==> config.mk <==
export PLATFORM = sky130hd
export DESIGN_NAME = cr_branch_resolve
export DESIGN_NICKNAME = d
export VERILOG_FILES = /design/src/rtl/cr_branch_resolve_pkg.sv /design/src/rtl/cr_branch_resolve_br_cond_eval.sv /design/src/rtl/cr_branch_resolve.sv
export SDC_FILE = /design/constraint.sdc
export NUM_CORES = 1
export LEC_CHECK = 0
export CAP_MARGIN = 15
export CORE_MARGIN = 3
export CORE_UTILIZATION = 50
export CTS_BUF_LIST = sky130_fd_sc_hd__clkbuf_8
export DETAILED_ROUTE_END_ITERATION = 10
export PLACE_DENSITY = 0.83
export SYNTH_ARGS = -nofsm -noshare
export SYNTH_HDL_FRONTEND = slang
export SYNTH_SLANG_ARGS = --single-unit
==> constraint.sdc <==
create_clock -name clk -period 7.38 [get_ports clk]
set_input_delay 0.738 -clock clk [delete_from_list [all_inputs] [get_ports clk]]
set_output_delay 0.738 -clock clk [all_outputs]
set_load 0.02 [all_outputs]
==> src/rtl/cr_branch_resolve_pkg.sv <==
// Shared types and constants for the CR read-side branch resolution path.
// Sits beside the CR width and ALU-op definitions used by the EX stage.
package cr_branch_resolve_pkg;

  localparam int unsigned CR_WIDTH = 32;
  localparam int unsigned BI_WIDTH = 5;
  localparam int unsigned ADDR_W   = 32;

  typedef enum logic [2:0] {
    ALU_ADD  = 3'd0,
    ALU_SUB  = 3'd1,
    ALU_AND  = 3'd2,
    ALU_OR   = 3'd3,
    ALU_XOR  = 3'd4,
    ALU_CMP  = 3'd5,
    ALU_CMPL = 3'd6,
    ALU_NOP  = 3'd7
  } alu_op_e;

  typedef enum logic [1:0] {
    BR_KIND_BC  = 2'd0,
    BR_KIND_LR  = 2'd1,
    BR_KIND_CTR = 2'd2,
    BR_KIND_RSV = 2'd3
  } br_kind_e;

  // BO is numbered MSB-first: BO[0] lives at LSB index 4.
  localparam int unsigned BO_COND_IGN = 4;
  localparam int unsigned BO_COND_VAL = 3;
  localparam int unsigned BO_NO_DEC   = 2;
  localparam int unsigned BO_CTR_ZERO = 1;
  localparam int unsigned BO_HINT     = 0;

  typedef enum logic {
    ST_IDLE = 1'b0,
    ST_WAIT = 1'b1
  } br_state_e;

endpackage

==> src/rtl/cr_branch_resolve_br_cond_eval.sv <==
// Combinational BO rule evaluation: CTR decrement/test and CR bit test.
module br_cond_eval
  import cr_branch_resolve_pkg::*;
#(
  parameter int unsigned AW = ADDR_W
) (
  input  logic [4:0]    bo,
  input  logic          cr_bit,
  input  logic [AW-1:0] ctr,
  output logic          ctr_ok,
  output logic          cond_ok,
  output logic          dec,
  output logic [AW-1:0] ctr_n
);

  // The static prediction hint has no effect on resolution.
  logic hint_unused;

  always_comb begin
    hint_unused = bo[BO_HINT];
    dec         = !bo[BO_NO_DEC];
    ctr_n       = ctr - AW'(1);
    ctr_ok      = bo[BO_NO_DEC] | ((ctr_n != '0) ^ bo[BO_CTR_ZERO]);
    cond_ok     = bo[BO_COND_IGN] | (cr_bit == bo[BO_COND_VAL]);
  end

endmodule

==> src/rtl/cr_branch_resolve.sv <==
// Conditional branch resolution against the CR, with CTR ownership.
// Waits out in-flight CR writes, then reports taken/target/link registered.
module cr_branch_resolve
  import cr_branch_resolve_pkg::*;
#(
  parameter int unsigned CR_W = CR_WIDTH,
  parameter int unsigned BI_W = BI_WIDTH,
  parameter int unsigned AW   = ADDR_W
) (
  input  logic            clk,
  input  logic            rst,
  input  logic [CR_W-1:0] cr_rd,
  input  logic            cr_busy,
  input  logic            req_valid,
  output logic            req_ready,
  input  logic [4:0]      req_bo,
  input  logic [BI_W-1:0] req_bi,
  input  logic [1:0]      req_kind,
  input  logic            req_lk,
  input  logic [AW-1:0]   req_pc,
  input  logic [AW-1:0]   req_tgt,
  input  logic [AW-1:0]   lr_rd,
  input  logic            flush,
  input  logic            ctr_we,
  input  logic [AW-1:0]   ctr_wd,
  output logic [AW-1:0]   ctr_rd,
  output logic            res_valid,
  output logic            res_taken,
  output logic [AW-1:0]   res_target,
  output logic            res_lr_we,
  output logic [AW-1:0]   res_lr_wd
);

  br_state_e       state_q, state_d;
  logic [4:0]      bo_q, bo_d;
  logic [BI_W-1:0] bi_q, bi_d;
  br_kind_e        kind_q, kind_d;
  logic            lk_q, lk_d;
  logic [AW-1:0]   pc_q, pc_d;
  logic [AW-1:0]   tgt_q, tgt_d;
  logic [AW-1:0]   ctr_q, ctr_d;

  logic            res_valid_q, res_valid_d;
  logic            res_taken_q, res_taken_d;
  logic [AW-1:0]   res_target_q, res_target_d;
  logic            res_lr_we_q, res_lr_we_d;
  logic [AW-1:0]   res_lr_wd_q, res_lr_wd_d;

  logic            use_held;
  logic [4:0]      ev_bo, bo_eff;
  logic [BI_W-1:0] ev_bi, cr_idx;
  br_kind_e        ev_kind;
  logic            ev_lk;
  logic [AW-1:0]   ev_pc, ev_tgt, tgt_sel;
  logic            cr_bit;
  logic            ctr_ok, cond_ok, dec;
  logic [AW-1:0]   ctr_n;
  logic            accept, eval_fire;

  // Accept-cycle evaluation reads the live request; WAIT reads the held copy.
  always_comb begin
    use_held = (state_q == ST_WAIT);
    ev_bo    = use_held ? bo_q   : req_bo;
    ev_bi    = use_held ? bi_q   : req_bi;
    ev_kind  = use_held ? kind_q : br_kind_e'(req_kind);
    ev_lk    = use_held ? lk_q   : req_lk;
    ev_pc    = use_held ? pc_q   : req_pc;
    ev_tgt   = use_held ? tgt_q  : req_tgt;

    // bcctr cannot decrement the register it jumps through; reserved never decrements.
    bo_eff = ev_bo;
    if (ev_kind == BR_KIND_CTR || ev_kind == BR_KIND_RSV) begin
      bo_eff[BO_NO_DEC] = 1'b1;
    end

    cr_idx = BI_W'(CR_W - 1) - ev_bi;
    cr_bit = cr_rd[cr_idx];

    case (ev_kind)
      BR_KIND_LR:  tgt_sel = lr_rd;
      BR_KIND_CTR: tgt_sel = ctr_q;
      default:     tgt_sel = ev_tgt;
    endcase
  end

  br_cond_eval #(
    .AW (AW)
  ) u_cond (
    .bo      (bo_eff),
    .cr_bit  (cr_bit),
    .ctr     (ctr_q),
    .ctr_ok  (ctr_ok),
    .cond_ok (cond_ok),
    .dec     (dec),
    .ctr_n   (ctr_n)
  );

  always_comb begin
    state_d      = state_q;
    bo_d         = bo_q;
    bi_d         = bi_q;
    kind_d       = kind_q;
    lk_d         = lk_q;
    pc_d         = pc_q;
    tgt_d        = tgt_q;
    ctr_d        = ctr_q;
    res_valid_d  = 1'b0;
    res_taken_d  = res_taken_q;
    res_target_d = res_target_q;
    res_lr_we_d  = res_lr_we_q;
    res_lr_wd_d  = res_lr_wd_q;
    accept       = 1'b0;
    eval_fire    = 1'b0;

    case (state_q)
      ST_IDLE: begin
        if (req_valid && !flush) begin
          accept = 1'b1;
          if (cr_busy) state_d = ST_WAIT;
          else         eval_fire = 1'b1;
        end
      end
      ST_WAIT: begin
        if (flush) begin
          state_d = ST_IDLE;
        end else if (!cr_busy) begin
          eval_fire = 1'b1;
          state_d   = ST_IDLE;
        end
      end
      default: state_d = ST_IDLE;
    endcase

    if (accept) begin
      bo_d   = req_bo;
      bi_d   = req_bi;
      kind_d = br_kind_e'(req_kind);
      lk_d   = req_lk;
      pc_d   = req_pc;
      tgt_d  = req_tgt;
    end

    if (eval_fire) begin
      res_valid_d  = 1'b1;
      res_taken_d  = ctr_ok & cond_ok & (ev_kind != BR_KIND_RSV);
      res_target_d = tgt_sel & ~AW'(3);
      res_lr_we_d  = ev_lk & (ev_kind != BR_KIND_RSV);
      res_lr_wd_d  = ev_pc + AW'(4);
      if (dec) ctr_d = ctr_n;
    end

    // An mtctr landing with a decrement overrides it.
    if (ctr_we) ctr_d = ctr_wd;
  end

  always_ff @(posedge clk or posedge rst) begin
    if (rst) begin
      state_q      <= ST_IDLE;
      bo_q         <= '0;
      bi_q         <= '0;
      kind_q       <= BR_KIND_BC;
      lk_q         <= 1'b0;
      pc_q         <= '0;
      tgt_q        <= '0;
      ctr_q        <= '0;
      res_valid_q  <= 1'b0;
      res_taken_q  <= 1'b0;
      res_target_q <= '0;
      res_lr_we_q  <= 1'b0;
      res_lr_wd_q  <= '0;
    end else begin
      state_q      <= state_d;
      bo_q         <= bo_d;
      bi_q         <= bi_d;
      kind_q       <= kind_d;
      lk_q         <= lk_d;
      pc_q         <= pc_d;
      tgt_q        <= tgt_d;
      ctr_q        <= ctr_d;
      res_valid_q  <= res_valid_d;
      res_taken_q  <= res_taken_d;
      res_target_q <= res_target_d;
      res_lr_we_q  <= res_lr_we_d;
      res_lr_wd_q  <= res_lr_wd_d;
    end
  end

  always_comb begin
    req_ready  = (state_q == ST_IDLE) & !rst;
    ctr_rd     = ctr_q;
    res_valid  = res_valid_q;
    res_taken  = res_taken_q;
    res_target = res_target_q;
    res_lr_we  = res_lr_we_q;
    res_lr_wd  = res_lr_wd_q;
  end

endmodule

Word level (Yosys, flattened, before mapping)
Index checks and enable logic that the tools add are counted.
{ "classes": {"n_addsub": 3, "mul": 0, "n_div": 0, "order_cmp": 1, "eq_ne": 6, "shifts": 0, "n_mux": 24, "bitwise": 8, "n_reduce_logical": 7} }
{ "ops": {"columns": ["operator", "n"], "rows": [
  ["32-bit 2-to-1 mux", 5],
  ["32-bit one-hot mux with 2 select lines", 1],
  ["32-bit by 3-bit adder with 32-bit output, second input constant", 1],
  ["32-bit nonzero test", 1],
  ["32-bit by 1-bit subtractor with 32-bit output, second input constant", 1],
  ["1-bit 2-to-1 mux", 12],
  ["5-bit 2-to-1 mux", 2],
  ["5-bit by 6-bit < comparator with 1-bit output, second input constant", 1],
  ["1-bit binary-select mux with 5-bit select", 1],
  ["5-bit subtractor, first input constant", 1],
  ["1-bit bitwise AND", 4],
  ["2-bit equality test, second input constant", 2],
  ["2-bit inequality test, second input constant", 2],
  ["1-bit one-hot mux with 2 select lines", 2],
  ["2-bit by 1-bit equality test with 1-bit output, second input constant", 1],
  ["1-bit zero test", 2],
  ["2-bit 2-to-1 mux", 1],
  ["1-bit OR", 2],
  ["2-bit AND reduction", 1],
  ["2-bit nonzero test", 1],
  ["1-bit equality test", 1],
  ["1-bit logical AND", 1],
  ["1-bit logical OR", 1],
  ["1-bit NOT", 1],
  ["1-bit XOR", 1]
]} }
{ "totals": {"regBits": 175, "latch_bits": 0, "mem_bits_rw": 0, "rom_bits": 0, "elab_cells": 62, "mem_count": 0} }

Logic depth before layout (Yosys ltp)
Gate-level depths: netlist of run 1.
{ "logic_depth": {"word_depth": 8, "depth_mapped": 20, "depth_no_buf": 10} }

Cells and area by module
Synthesis of run 1 repeated with hierarchy kept, for this count alone.
{ "hier_totals": {"hier_cells": 969, "area_unflattened_um2": 10263.6} }
{ "modules_own_cells": {"columns": ["mod", "n_inst", "cells_each", "area_per_inst_um2"], "rows": [
  ["cr_branch_resolve", 1, 826, 9240.1],
  ["br_cond_eval", 1, 143, 1023.5]
]} }

Worst setup path before layout of run 1
No wires, ideal clock.
{ "synth_path": {"kind": "register to register", "start": "register state_q", "end": "register ctr_q[30] (netlist: ctr_rd[30])", "setup_ps": 134, "arrival_time_ps": 4208, "t_required_ps": 7246, "slack_ps": 3038, "path_stages_with_launch": 21, "path_buffers": 10, "period_less_slack_ps": 4342, "cell_sequence": "dfrtp_1 buf_4 buf_4 buf_4 buf_2 buf_2 buf_2 buf_2 buf_2 mux2i_1 inv_1 ha_1 nor2_1 and4b_1 buf_4 inv_2 or4_1 clkbuf_1 nor4_2 xnor2_1 o21ai_0"} }
{ "synth_via": {"elab_chain_cells": 6} }
{ "synth_rtl": {"columns": ["item", "line", "source"], "rows": [
  ["start, declared", "cr_branch_resolve.sv:34", "br_state_e state_q, state_d;"],
  ["start signal, assigned", "cr_branch_resolve.sv:172", "state_q <= state_d;"],
  ["2-bit 2-to-1 mux", "cr_branch_resolve.sv:65", "ev_kind = use_held ? kind_q : br_kind_e'(req_kind);"],
  ["2-bit equality test", "cr_branch_resolve.sv:72", "if (ev_kind == BR_KIND_CTR || ev_kind == BR_KIND_RSV) begin"],
  ["1-bit logical OR", "cr_branch_resolve.sv:72", null],
  ["1-bit 2-to-1 mux", "cr_branch_resolve.sv:72", null],
  ["2-bit inequality test (no line)", null, null],
  ["2-bit AND reduction (no line) (*)", null, null],
  ["end signal, assigned", "cr_branch_resolve.sv:179", "ctr_q <= ctr_d;"],
  ["end, declared", "cr_branch_resolve.sv:41", "logic [AW-1:0] ctr_q, ctr_d;"]
]} }
Every way passes the cells marked *; elsewhere a longest branch is shown, timed or not.
A chain may end at the register's enable or synchronous reset.

Worst setup path in the final report of run 1
Ends and elaborated chain as after synthesis.

==> results of run 1 <==
[state kept, by name, indices dropped and copies added, names as in the netlist, 2 cells and up]
name,count
kind_q,2
tgt_q,30
pc_q,32
bo_q,4
res_target,30
res_lr_wd,32
bi_q,5
ctr_rd,32
[synth_stat cells (2+ instances only)]
cell,count
nand4b_1,3
clkbuf_1,44
a211oi_1,33
a2111oi_0,3
nand3b_1,11
mux2_2,78
o31ai_1,2
a222oi_1,2
nor2b_1,2
and4_1,2
o311ai_0,2
xor2_1,27
nor4_2,2
o21ai_0,66
nor3b_1,4
nor4b_1,4
nand4_1,5
nor4_1,7
buf_4,7
buf_2,16
a21o_1,30
nand2b_1,5
inv_1,15
or3_1,2
nor3_1,12
mux2i_1,84
o22ai_1,3
nor2_1,33
o211ai_1,3
or4_1,3
a21oi_1,6
buf_1,3
nand3_1,20
o32ai_1,2
nor4_4,2
dfrtp_1,172
a221oi_1,30
ha_1,6
a22oi_1,3
nand2_1,116
xnor2_1,37
[worst register-to-register path, delay by kind of cell (launching register included)]
family | cells | cell delay, ns
muxes | 1 | 0.38
buffers and inverters | 2 | 0.92
DFF | 1 | 0.89
AOI/OAI and AO/OA | 1 | 0.08
and+or+nand+nor | 3 | 1.50
xor gates and xnor gates | 1 | 0.15
[routing by layer]
layer  part of all wire  routed length (um)
met1               0.42               11100
met2               0.49               12700
met3              0.072                1870
met4              0.016                 414
met5                  0                   0
[through the flow]
step	instances	hold slack [ns]	power (uW)	cell area, um2	worst slack (ns)
after floorplan	935	0.475	1690	9700	1.98
after global placement	1403	0.459	2060	12500	3.33
after detailed placement	1403	0.465	2080	12500	3.28
after CTS	1434	0.486	2680	12800	3.30
after global routing	1434	0.496	2800	12800	3.03
final	1434	0.481	2660	12800	3.33
[cell families (layout without fill, tap and decap cells)]
kind of cell / count (synthesis) / in the layout
AO/OA/AOI/OAI: 197 / 197
adder cells (fa/ha/maj): 6 / 6
buffers and inverters: 87 / 326
XOR/XNOR: 64 / 64
flip-flops: 172 / 172
multiplexers: 162 / 162
AND/OR/NAND/NOR: 245 / 245
other: 1 / 2
[where the power goes]
group / total [uW] / internal, uW / leakage [uW] / switching (uW)
registers: 1240 / 1100 / 0.00209 / 133
logic: 823 / 431 / 0.00290 / 392
clock network: 597 / 241 / 0.000173 / 356
total: 2660 / 1780 / 0.00516 / 881
[final cells by class]
type	count	area [um2]
fillers	1490	6050
multi-input cells	676	5030
flip-flops and latches	172	4310
repair buffers	279	2770
well taps	260	325
clock buffers	18	248
clock inverters	13	93.8
inverters	16	65.1
[how the worst min path moves through the flow]
stage | to | startpoint | slack [ns]
5_1_grt | res_target[21]$_DFFE_PP0P_ | res_target[21]$_DFFE_PP0P_ | 0.50
3_5_place_dp | res_target[24]$_DFFE_PP0P_ | res_target[24]$_DFFE_PP0P_ | 0.46
3_3_place_gp | res_target[9]$_DFFE_PP0P_ | res_target[9]$_DFFE_PP0P_ | 0.46
2_1_floorplan | pc_q[23]$_DFFE_PP0P_ | pc_q[23]$_DFFE_PP0P_ | 0.47
4_1_cts | res_target[9]$_DFFE_PP0P_ | res_target[9]$_DFFE_PP0P_ | 0.49
6_report | res_target[9]$_DFFE_PP0P_ | res_target[9]$_DFFE_PP0P_ | 0.48
==> results by group, run 1 <==
Outcome
  • Status: finished clean

Logic synthesis
  • Leading area contributor after synthesis: dfrtp_1
  • Simple logic cell fraction of the synthesized area: 0.130
  • Post-synth EDFFs: 0
  • Post-synthesis xor/xnor area fraction: 0.0578
  • Mux cell area share after synthesis: 0.177
  • Synth Flop Type: dfrtp_1
  • Flops & latches, synth: 172
  • Compound-Gate Fraction of Synth Area: 0.144
  • Synth Instances: 934
  • Synthesized area: 0.00970 mm2
  • Dominant cells by area after synthesis: dfrtp_1 44%, mux2_2 9.1%, mux2i_1 8.7%
  • Largest family of logic cells by synthesized area: multiplexers
  • Syn avg cell area: 10.4 um2
  • Synth warnings: 0
  • FFs w/ async S/R, synth: 1.00
  • Unique masters post-synth: 68
  • Register area share after synthesis: 0.444
  • Adder-Cell Fraction of Synth Area: 0.00774
  • Post-synth top area share: 0.444

Worst setup path
  • Max stage delay cell, worst path: dfrtp_4
  • Crit path depth: 8
  • Crit-path cells: buf_4 -> mux2i_1 -> and4b_1 -> inv_2 -> or4_1 -> nor4_2 -> xnor2_1 -> o21ai_0
  • Max FO, Critical Path: 60
  • Reg2reg start: state_q$_DFF_PP0_
  • CP required: 7.68 ns
  • Worst Setup Path Type: reg2reg
  • Worst reg2reg path endpoint: ctr_rd[30]$_DFFE_PP0P_
  • Worst setup path startpoint: state_q$_DFF_PP0_
  • Critical path data arrival time: 4.35 ns
  • Setup crit start kind: flop
  • Worst path buffer plus inverter count: 2
  • Crit path largest cell delay: 0.89 ns
  • Worst setup EP type: flop
  • CP top delay family: simple AND/OR/NAND/NOR gates
  • Reg2reg setup slack: 3.33 ns
  • Depth of the worst register-to-register path: 8
  • CP endpoint: ctr_rd[30]$_DFFE_PP0P_

STA
  • Final Hold Fails: 0
  • Minimum clock period: 4.05 ns
  • Final Cycle Share: 0.549
  • Worst slew pin tran: 1.05 ns
  • Setup TNS: 0 ns
  • Slew headroom: 0.303
  • Slew Viols, Final: 0
  • Clock skew: 0.0194 ns
  • Number of setup violations in the final report: 0
  • RSZ-0062 raised after global routing: no
  • Fmax: 247 MHz

Routing
  • DR pass1 iterations: 7
  • DRT iter0 DRCs: 443
  • Via Count: 8107
  • Routed WL per cell: 18.2 um
  • Vias per cell: 5.65
  • Post-DRT Antenna Nets: 0
  • Detailed Route WL: 26100 um
  • Residual DRC count: 0

Clocking
  • Hold-fix buffers, CTS: 0
  • Clock-pin slew of the registers on the worst-case setup and hold paths: 0.09 ns
  • H-tree depth: 4
  • CTS Buf Count: 17
  • CTS sink cnt: 172
  • PostCTS Resize Cnt: 0
  • Worst-skew pair later-pin latency: 0.46 ns
  • CTS tree: done
  • Root buf cell: clkbuf_8
  • Post CTS Setup Buffer Count: 0
  • CTS Buffer Depth: 2

Flow run
  • Max-capacitance violation count: 0

Floorplanning
  • Starting density of the core: 0.513
  • # IOs: 279
  • Die Ht: 145 um
  • Core area: 0.0189 mm2
  • Die outline area: 0.0211 mm2
  • Row count: 50
  • Die W: 145 um

GRT
  • Largest net degree at the start of global routing: 118
  • Aggregate global routing overflow: 0
  • Grt met1 use: 0.315
  • Layer with the highest usage: met2
  • Met3 Resource Use GR: 0.0740
  • GRT met2 Usage: 0.420
  • GRT Util Overall: 0.248
  • First-pass GRT wire length: 42900 um
  • Initial antenna violation count: 0
  • Vias in the first global route: 8212

Hold path
  • WHS Path Cells: 1
  • Class of the worst hold path: reg2reg

Placement
  • Hpwl dp: 18800 um
  • Final GP Congestion: 0.841
  • PortBufs: 271

Layout
  • Final #Nets: 1347
  • Final core occ: 0.680
  • Share of cells above drive strength 1: 0.119
  • Commonest non-fill, non-tap cell in the layout: clkdlybuf4s50_1
  • N_diodes: 0
  • Commonest cells after routing, fill and taps aside: 270 x clkdlybuf4s50_1, 171 x dfrtp_1, 116 x nand2_1
  • Area Growth Syn to Fin: 32.4%

Power and ir drop
  • Power density over cell area: 207 mW/mm2
  • Leak pwr: 0.00516 uW
  • Peak supply drop: 0.155 mV
Power figures use the tool's default switching activity.
==> inputs of run 2 (changes only) <==
--- a/config.mk
+++ b/config.mk
@@ -7,10 +7,10 @@
 export LEC_CHECK = 0
 export CAP_MARGIN = 15
 export CORE_MARGIN = 3
-export CORE_UTILIZATION = 50
+export CORE_UTILIZATION = 45
 export CTS_BUF_LIST = sky130_fd_sc_hd__clkbuf_8
 export DETAILED_ROUTE_END_ITERATION = 10
-export PLACE_DENSITY = 0.83
+export PLACE_DENSITY = 0.79
 export SYNTH_ARGS = -nofsm -noshare
 export SYNTH_HDL_FRONTEND = slang
 export SYNTH_SLANG_ARGS = --single-unit
==> constraint.sdc (replaced) <==
create_clock -name clk -period 3.35 [get_ports clk]
set_input_delay 0.335 -clock clk [delete_from_list [all_inputs] [get_ports clk]]
set_output_delay 0.335 -clock clk [all_outputs]
set_load 0.02 [all_outputs]
==> results by group, run 2 (synthesis gave the netlist of run 1 again) <==
Outcome
  • Status: finished clean

Clocking
  • H-tree depth: 4
  • PostCTS Resize Cnt: 0
  • Root buf cell: clkbuf_8
  • Post CTS Setup Buffer Count: 0
  • Worst-skew pair later-pin latency: 0.46 ns
  • CTS sink cnt: 172
  • CTS Buffer Depth: 2
  • CTS tree: done
  • Clock-pin slew of the registers on the worst-case setup and hold paths: 0.10 ns
  • CTS Buf Count: 17
  • Hold-fix buffers, CTS: 0

GRT
  • Initial antenna violation count: 3
  • Largest net degree at the start of global routing: 64
  • Aggregate global routing overflow: 0
  • First-pass GRT wire length: 45000 um
  • Vias in the first global route: 8377
  • GRT Util Overall: 0.237

Floorplanning
  • Row count: 53
  • Die W: 153 um
  • Starting density of the core: 0.460
  • Core area: 0.0211 mm2
  • Die Ht: 153 um
  • Die outline area: 0.0234 mm2
  • # IOs: 279

Layout
  • Register Area: 0.00431 mm2
  • Area Growth Syn to Fin: 36.8%
  • Commonest cells after routing, fill and taps aside: 270 x clkdlybuf4s50_1, 171 x dfrtp_1, 116 x nand2_1
  • Fill cell count: 1803
  • Share of cells above drive strength 1: 0.142
  • Cell area after layout: 0.0133 mm2
  • Final #Nets: 1373
  • Multi-input logic area: 0.00506 mm2
  • Commonest non-fill, non-tap cell in the layout: clkdlybuf4s50_1

Hold path
  • Class of the worst hold path: in2async

Worst setup path
  • Reg2reg start: ctr_rd[0]$_DFFE_PP0P_
  • Reg2reg setup slack: 0.27 ns
  • Setup crit start kind: flop
  • Worst reg2reg path endpoint: res_taken$_DFFE_PP0P_
  • Max FO, Critical Path: 8
  • Critical path data arrival time: 3.41 ns
  • Worst Setup Path Type: reg2reg
  • Depth of the worst register-to-register path: 7
  • Worst setup EP type: flop
  • CP required: 3.69 ns

Routing
  • Routed WL per cell: 18.9 um
  • Detailed Route WL: 27900 um
  • Routed met3 length: 1760 um
  • Residual DRC count: 0
  • Wl on met1: 12000 um
  • DR pass1 iterations: 5
  • Wire length on met2: 13500 um
  • Via Count: 8295
  • DRT iter0 DRCs: 457
  • Max Used Layer: met5
  • Post-DRT Antenna Nets: 0
  • Vias per cell: 5.61

STA
  • Clock skew: 0.0152 ns
  • Number of setup violations in the final report: 0
  • Final hold slack: 0.392 ns
  • RSZ-0062 raised after global routing: no
  • Slew headroom: 0.326
  • Final Cycle Share: 0.918
  • Minimum clock period: 3.08 ns
  • Fmax: 325 MHz
  • Final Hold Fails: 0
  • Worst slew pin tran: 1.01 ns
  • Setup TNS: 0 ns
  • Slew Viols, Final: 0

Power and ir drop
  • Power density over cell area: 481 mW/mm2
  • Peak supply drop: 0.298 mV
  • PnR Total Power: 6380 uW
  • Leak pwr: 0.00538 uW

Flow run
  • Max-capacitance violation count: 0

Placement
  • Hpwl dp: 20800 um
  • PortBufs: 271
  • Final GP Congestion: 0.911
  • Placed Area: 0.0128 mm2
## run 2: changes by cell type in the layout (fill, tap and decap cells not counted), sizes merged
cell	previous run	this run
clkinv	6	2
bufinv	0	5
clkinvlp	3	1
inv	20	22
diode	0	2
buf	9	35
## run 2: how the worst max path moves through the flow
stage | from | end | cells after the start
final | ctr_rd[0]$_DFFE_PP0P_ | res_taken$_DFFE_PP0P_ | 7
after global routing | state_q$_DFF_PP0_ | res_lr_wd[26]$_DFFE_PP0P_ | 8
after CTS | ctr_rd[0]$_DFFE_PP0P_ | res_taken$_DFFE_PP0P_ | 7
after detailed placement | req_kind[0] | ctr_rd[24]$_DFFE_PP0P_ | 11
after global placement | req_kind[0] | ctr_rd[24]$_DFFE_PP0P_ | 11
after floorplan | state_q$_DFF_PP0_ | ctr_rd[24]$_DFFE_PP0P_ | 20
## run 2: area by class of cell
class / instances / share of cell area
diodes: 2 / 0.000377
clock buffers: 18 / 0.0187
clock inverters: 14 / 0.0173
inverters: 16 / 0.00500
multi-input cells: 676 / 0.381
flip-flops and latches: 172 / 0.325
well taps: 275 / 0.0259
repair buffers: 305 / 0.227
## run 2: through the flow
| step | cells | worst slack (ns) | utilization |
|---|---|---|---|
| after detailed placement | 1444 | 0.266 | 0.607 |
| final | 1478 | 0.275 | 0.629 |
| after floorplan | 935 | -0.282 | - |
| after global placement | 1444 | 0.329 | 0.607 |
| after CTS | 1476 | 0.272 | 0.629 |
| after global routing | 1478 | 0.0761 | 0.629 |
## run 2: critical path: stages, from the launching register on
cell	delay (ns)
dfrtp_1	0.49
nor4_2	0.50
nand4_4	0.21
or4_4	0.58
or3b_4	0.40
a2111oi_4	0.38
nand4b_1	0.13
a32o_1	0.26
## run 2: per-layer routing
layer,vias up,global-route usage
met1,4083,0.306
li1,3898,-
met2,265,0.394
met5,-,0
met4,2,0.0793
met3,47,0.0558
## run 2: report_power, final
| group | switching, uW | leakage, uW | internal, uW |
|---|---|---|---|
| clock network | 834 | 0.000244 | 929 |
| registers | 257 | 0.00209 | 2430 |
| logic | 944 | 0.00305 | 986 |
| total | 2040 | 0.00538 | 4350 |
